## src/rtl/seven_segment_decoder.sv

```systemverilog
// Snoops the active-low multiplexed seven-segment bus and rebuilds
// the packed BCD word and dot mask, one frame per complete scan.
module seven_segment_decoder #(
  parameter logic [3:0] BLANK_CODE = 4'hF,
  parameter logic [3:0] ERR_CODE   = 4'hE
) (
  input  logic        clk_8KHz,
  input  logic        rst,
  input  logic [7:0]  pos,
  input  logic [7:0]  segments,
  output logic [31:0] digit,
  output logic [7:0]  en_dot,
  output logic        frame_valid,
  output logic        frame_err,
  output logic        frame_changed
);

  logic [7:0] r_pos_q;
  logic [7:0] r_seg_q;
  logic [3:0] r_buf_digit [7];
  logic [6:0] r_buf_dot;
  logic [6:0] r_seen;
  logic       r_err_acc;

  logic [7:0]  w_npos;
  logic        w_idle;
  logic        w_onehot;
  logic [2:0]  w_slot;
  logic [3:0]  w_nib;
  logic        w_dot;
  logic        w_seg_err;
  logic        w_close;
  logic        w_full;
  logic [31:0] w_new_digit;
  logic [7:0]  w_new_dot;

  always_comb begin
    w_npos   = ~r_pos_q;
    w_idle   = (r_pos_q == 8'hFF);
    w_onehot = (w_npos != 8'd0) &&
               ((w_npos & (w_npos - 8'd1)) == 8'd0);
    w_slot = 3'd0;
    for (int i = 0; i < 8; i++) begin
      if (w_npos[i]) w_slot = 3'(i);
    end
    w_dot     = ~r_seg_q[0];
    w_seg_err = 1'b0;
    w_nib     = ERR_CODE;
    case (r_seg_q[7:1])
      7'b0000001: w_nib = 4'h0;
      7'b1001111: w_nib = 4'h1;
      7'b0010010: w_nib = 4'h2;
      7'b0000110: w_nib = 4'h3;
      7'b1001100: w_nib = 4'h4;
      7'b0100100: w_nib = 4'h5;
      7'b0100000: w_nib = 4'h6;
      7'b0001111: w_nib = 4'h7;
      7'b0000000: w_nib = 4'h8;
      7'b0000100: w_nib = 4'h9;
      7'b1111111: w_nib = BLANK_CODE;
      default: begin
        w_nib     = ERR_CODE;
        w_seg_err = 1'b1;
      end
    endcase
    // slot 7 is never buffered; it is merged straight into the frame
    w_new_digit = 32'd0;
    for (int i = 0; i < 7; i++) begin
      w_new_digit[4*i +: 4] = r_buf_digit[i];
    end
    w_new_digit[31:28] = w_nib;
    w_new_dot = {w_dot, r_buf_dot};
    w_close   = w_onehot && (w_slot == 3'd7);
    w_full    = &r_seen;
  end

  always_ff @(posedge clk_8KHz) begin
    if (rst) begin
      r_pos_q       <= 8'hFF;
      r_seg_q       <= 8'hFF;
      r_buf_dot     <= 7'd0;
      r_seen        <= 7'd0;
      r_err_acc     <= 1'b0;
      digit         <= 32'hFFFF_FFFF;
      en_dot        <= 8'h00;
      frame_valid   <= 1'b0;
      frame_err     <= 1'b0;
      frame_changed <= 1'b0;
      for (int i = 0; i < 7; i++) begin
        r_buf_digit[i] <= BLANK_CODE;
      end
    end else begin
      r_pos_q       <= pos;
      r_seg_q       <= segments;
      frame_valid   <= 1'b0;
      frame_changed <= 1'b0;
      if (!w_idle && !w_onehot) begin
        r_err_acc <= 1'b1;
      end else if (w_close) begin
        if (w_full) begin
          digit         <= w_new_digit;
          en_dot        <= w_new_dot;
          frame_err     <= r_err_acc | w_seg_err;
          frame_valid   <= 1'b1;
          frame_changed <= ({w_new_digit, w_new_dot} != {digit, en_dot});
        end
        r_seen    <= 7'd0;
        r_err_acc <= 1'b0;
      end else if (w_onehot) begin
        r_buf_digit[w_slot] <= w_nib;
        r_buf_dot[w_slot]   <= w_dot;
        r_seen[w_slot]      <= 1'b1;
        if (w_seg_err) r_err_acc <= 1'b1;
      end
    end
  end

endmodule

```

## config.mk

```make
export PLATFORM = sky130hd
export DESIGN_NAME = seven_segment_decoder
export DESIGN_NICKNAME = d
export VERILOG_FILES = /design/src/rtl/seven_segment_decoder.sv
export SDC_FILE = /design/constraint.sdc
export NUM_CORES = 1
export LEC_CHECK = 0
export CORE_MARGIN = 2
export CORE_UTILIZATION = 40
export CTS_CLUSTER_DIAMETER = 150
export DETAILED_ROUTE_END_ITERATION = 10
export SLEW_MARGIN = 20
export SYNTH_ARGS = -nofsm -noshare
export SYNTH_HDL_FRONTEND = slang
export SYNTH_SLANG_ARGS = --single-unit
```

## constraint.sdc

```tcl
create_clock -name clk_8KHz -period 7 [get_ports clk_8KHz]
set_clock_uncertainty 0.05 [all_clocks]
set_input_delay 2.1 -clock clk_8KHz [delete_from_list [all_inputs] [get_ports clk_8KHz]]
set_output_delay 2.1 -clock clk_8KHz [all_outputs]
set_load 0.02 [all_outputs]
```

==> impl_results.html <==
<table>
<tr><th>Metric</th><th>Value</th></tr>
<tr><th colspan="2">Outcome</th></tr>
<tr><td>Status</td><td>finished clean</td></tr>
<tr><th colspan="2">Pwr</th></tr>
<tr><td>Total power divided by cell area</td><td>roughly 200 nW/um^2</td></tr>
<tr><td>Leakage</td><td>a little under 2 nW</td></tr>
<tr><td>Maximum vdd drop</td><td>0.000132 V</td></tr>
<tr><th colspan="2">GRT</th></tr>
<tr><td>Number of antenna violations at the first check in global routing</td><td>0</td></tr>
<tr><td>Overall Global Routing Usage</td><td>between 10% and 20%</td></tr>
<tr><td>First-pass GRT wire length</td><td>around 17 mm</td></tr>
<tr><td>Largest net degree at the start of global routing</td><td>48</td></tr>
<tr><td>Number of global-route vias before repair</td><td>between 3000 and 4000</td></tr>
<tr><td>Congestion Overflow GR</td><td>0</td></tr>
<tr><th colspan="2">CTS</th></tr>
<tr><td>Max clock buf depth</td><td>2</td></tr>
<tr><td>Number of buffers added by the clock tree synthesis step</td><td>9</td></tr>
<tr><td>H-tree level count</td><td>3</td></tr>
<tr><td>Register clock-pin slew on the reported worst setup and hold paths</td><td>100 ps</td></tr>
<tr><td>Clock insertion delay at the later pin of the skew report</td><td>370 ps</td></tr>
<tr><td>Total of cells resized after clock tree synthesis</td><td>0</td></tr>
<tr><td>Root Driver</td><td>clkbuf_8</td></tr>
<tr><td>Total of hold buffers inserted after clock tree synthesis</td><td>0</td></tr>
<tr><td>Total setup buffers inserted after CTS</td><td>0</td></tr>
<tr><td>TritonCTS clock tree</td><td>yes</td></tr>
<tr><td>Clock sink total</td><td>slightly above 100</td></tr>
<tr><th colspan="2">Layout</th></tr>
<tr><td>Net count, final</td><td>about 540</td></tr>
<tr><td>Reg area</td><td>about 2300 sq um</td></tr>
<tr><td>Post-layout util</td><td>roughly half</td></tr>
<tr><td>Most frequent cells in the layout</td><td>nand2_1, dfxtp_1, clkdlybuf4s50_1</td></tr>
<tr><td>Fraction of final layout cells sized beyond drive strength 1</td><td>9.58%</td></tr>
<tr><td>Antenna diode count</td><td>0</td></tr>
<tr><td>Cell Count, Final, Fillers Out</td><td>roughly 660</td></tr>
<tr><td>Area occupied by multi-input gates</td><td>roughly 2100 sq um</td></tr>
<tr><td>Layout-stage area growth over the synthesis result</td><td>20.1%</td></tr>
<tr><td>Most frequent standard cell in the layout excluding fill and tap cells</td><td>nand2_1</td></tr>
<tr><td>Number of fill cells in the layout</td><td>a little over 1000</td></tr>
<tr><th colspan="2">Worst setup path</th></tr>
<tr><td>Maximum net fanout on the critical path</td><td>5</td></tr>
<tr><td>Worst setup path end</td><td>digit[30]</td></tr>
<tr><td>Reg-to-reg critical path endpoint</td><td>r_buf_digit[2][2]</td></tr>
<tr><td>Arrival @ worst endpoint</td><td>between 1000 and 1500 ps</td></tr>
<tr><td>Setup slack, reg-to-reg</td><td>roughly 4200 ps</td></tr>
<tr><td>Cell class contributing the biggest share of worst-path delay</td><td>buffers and inverters</td></tr>
<tr><td>Worst Setup SP</td><td>digit[30]</td></tr>
<tr><td>Launch point of the worst reg-to-reg path</td><td>r_pos_q[7]</td></tr>
<tr><td>Biggest cell delay along the critical path</td><td>roughly 630 ps</td></tr>
<tr><td>Worst path buffer plus inverter count</td><td>1</td></tr>
<tr><td>Kind of start point of the critical path</td><td>flip-flop</td></tr>
<tr><td>CP required</td><td>~4900 ps</td></tr>
<tr><td>Type of the worst setup path</td><td>reg2out</td></tr>
<tr><td>Standard cell with the maximum stage delay on the critical path</td><td>clkdlybuf4s50_1</td></tr>
<tr><td>Worst-case reg-to-reg path depth</td><td>6</td></tr>
<tr><td>Crit-path cells</td><td>clkdlybuf4s50_1</td></tr>
<tr><td>Logic depth of the worst setup path including buffers</td><td>1</td></tr>
<tr><td>Worst Setup End Kind</td><td>output pin</td></tr>
<tr><th colspan="2">Synthesis</th></tr>
<tr><td>Synthesized cell area</td><td>4500 sq um</td></tr>
<tr><td>Warning count from the yosys run</td><td>0</td></tr>
<tr><td>Count of cell types in the netlist</td><td>54</td></tr>
<tr><td>Syn Area/Cell</td><td>approximately 9.5 sq um</td></tr>
<tr><td>Synthesized flop and latch total</td><td>around 100</td></tr>
<tr><td>Synth Net Count</td><td>just under 500</td></tr>
<tr><td>Synthesized instance count</td><td>around 470</td></tr>
<tr><td>Most instantiated flip-flop cell in the synthesis netlist</td><td>dfxtp_1</td></tr>
<tr><td>Count of flip-flops with a built-in enable after synthesis</td><td>24</td></tr>
<tr><td>Share of synthesized flip-flops with an asynchronous set or reset</td><td>0%</td></tr>
<tr><td>Sequential element share of the synthesized area</td><td>around 50%</td></tr>
<tr><th colspan="2">Timing</th></tr>
<tr><td>Final period utilization</td><td>between 50% and 60%</td></tr>
<tr><td>Unrepaired setup endpoints after global routing</td><td>no</td></tr>
<tr><td>Slew @ Worst Pin</td><td>689 ps</td></tr>
<tr><td>Period minus WS final</td><td>3570 ps</td></tr>
<tr><td>Final Hold Fails</td><td>0</td></tr>
<tr><td>Setup total negative slack</td><td>0 ps</td></tr>
<tr><td>Number of pins exceeding their max-slew limit in the final report</td><td>0</td></tr>
<tr><td>Number of endpoints failing setup at the final stage</td><td>0</td></tr>
<tr><td>Relative slew slack</td><td>approximately 54%</td></tr>
<tr><td>Highest achievable clock rate</td><td>between 0.2 and 0.3 GHz</td></tr>
<tr><th colspan="2">Die</th></tr>
<tr><td>Placement Rows</td><td>38</td></tr>
<tr><td>Overall die area</td><td>~12000 sq um</td></tr>
<tr><td>Die W</td><td>roughly 110 microns</td></tr>
<tr><td>Standard cell core area</td><td>around 11000 sq um</td></tr>
<tr><td>Die height</td><td>110 microns</td></tr>
<tr><td>Number of top-level pins</td><td>61</td></tr>
<tr><td>Starting Density</td><td>roughly two fifths</td></tr>
<tr><th colspan="2">Routing</th></tr>
<tr><td>M1 wire length</td><td>just under 5 mm</td></tr>
<tr><td>Final routed DRC violation total</td><td>0</td></tr>
<tr><td>Detailed-routed wire length on met3</td><td>roughly 410 microns</td></tr>
<tr><td>Residual antenna-violating net count after detailed routing</td><td>0</td></tr>
<tr><td>Detailed Routing Iterations Pass 1</td><td>5</td></tr>
<tr><td>Via count</td><td>3455</td></tr>
<tr><td>Routed length per instance</td><td>~16 microns</td></tr>
<tr><td>Detailed-route vias per instance</td><td>around 5.2</td></tr>
<tr><td>Highest layer used for signal routing</td><td>met4</td></tr>
<tr><td>Number of design-rule violations left by the first detailed-router iteration</td><td>about 180</td></tr>
<tr><td>Total Wirelength</td><td>a little over 10 mm</td></tr>
<tr><td>Met2 wire length</td><td>between 4 and 5 mm</td></tr>
<tr><th colspan="2">Placed design</th></tr>
<tr><td>Buffers on Ports</td><td>60</td></tr>
<tr><td>Final weighted congestion in routability-driven placement</td><td>slightly below 0.8</td></tr>
<tr><td>Placed Cells</td><td>between 600 and 700</td></tr>
<tr><td>Detailed Place HPWL</td><td>7.42 mm</td></tr>
<tr><th colspan="2">Job</th></tr>
<tr><td>Max capacitance violation total</td><td>0</td></tr>
<tr><th colspan="2">Worst hold path</th></tr>
<tr><td>Class of the most critical hold timing path</td><td>reg2reg</td></tr>
</table>
-- cells by family after synthesis --
group	count (synthesis)	synth area share, %
buf+inv	36	3.14
compound gates	61	9.92
xor+xnor	39	7.59
fa+ha+maj	1	0.222
mux	1	0.222
flops	102	50.7
simple gates	232	28.2
-- layout make-up --
type | instances | share of cell area (%)
clock buffer | 12 | 3.08
clock inverter | 4 | 0.926
inverter | 6 | 0.417
multi-input combinational | 334 | 38.6
sequential | 102 | 42.2
tap | 140 | 3.24
timing repair buffer | 64 | 11.6
-- synth_stat cells (all sizes together) (2+ instances only) --
cell | count | share of area (%)
or3 | 3 | 0.42
nand2 | 102 | 8.5
a2111oi | 3 | 0.58
a211o | 8 | 1.6
o21ai | 5 | 0.56
nor2 | 25 | 2.1
inv | 6 | 0.50
o21a | 10 | 1.7
edfxtp | 24 | 16
and3 | 4 | 0.56
a21oi | 15 | 1.7
and4 | 2 | 0.39
or2 | 21 | 2.9
clkbuf | 24 | 2.0
nand4b | 2 | 0.39
xnor2 | 21 | 4.1
nand3b | 28 | 4.7
nor4 | 10 | 2.2
a21boi | 2 | 0.33
xor2 | 18 | 3.5
nor3 | 11 | 2.1
buf | 6 | 0.64
nand3 | 3 | 0.33
a211oi | 8 | 1.3
nand4 | 12 | 2.0
dfxtp | 78 | 35
-- how the worst min path moves through the flow --
| stage | cells past startpoint | to | start | slack, ps |
|---|---|---|---|---|
| after global placement | 2 | r_seen[5] | r_seen[5] | 390 |
| final | 2 | r_seen[5] | r_seen[5] | 420 |
| after detailed placement | 2 | r_seen[5] | r_seen[5] | 400 |
| after global routing | 1 | r_seen[2] | r_seen[2] | 460 |
| after floorplan | 2 | r_seen[5] | r_seen[5] | 390 |
| after CTS | 2 | r_seen[5] | r_seen[5] | 420 |
-- layer usage --
layer,vias to the layer above,track usage (%)
met1,1661,25.2
met3,4,4.06
li1,1716,-
met4,0,3.53
met2,74,29.8
met5,-,0
-- worst min-delay path, cell delays in order, from the launching register on --
cell      delay, ps
dfxtp_1         320
inv_1            50
a21boi_0         60
-- metrics by stage --
stage          area, sq um  setup WS (ps)  total power, mW  hold WS [ps]
2_1_floorplan         4500           3510            0.695           385
3_3_place_gp          5190           3090            0.720           394
3_5_place_dp          5190           3050            0.723           405
4_1_cts               5410           3410             1.12           423
5_1_grt               5410           3350             1.15           457
6_report              5410           3430             1.11           423
-- power breakdown --
group / leakage (nW) / switching (mW) / internal, mW / total, mW
clock: 0.112 / 0.200 / 0.198 / 0.398
sequential: 0.822 / 0.0167 / 0.614 / 0.630
combinational: 1.03 / 0.0432 / 0.0350 / 0.0782
-- flip-flops by register name, indices dropped and copies added, names as in the netlist --
signal / cells
frame_valid: 1
en_dot: 8
r_err_acc: 1
frame_changed: 1
frame_err: 1
r_pos_q: 8
r_seen: 7
digit: 32
r_buf_dot: 7
r_buf_digit: 28
r_seg_q: 8
(Power assumes the default switching activity.)
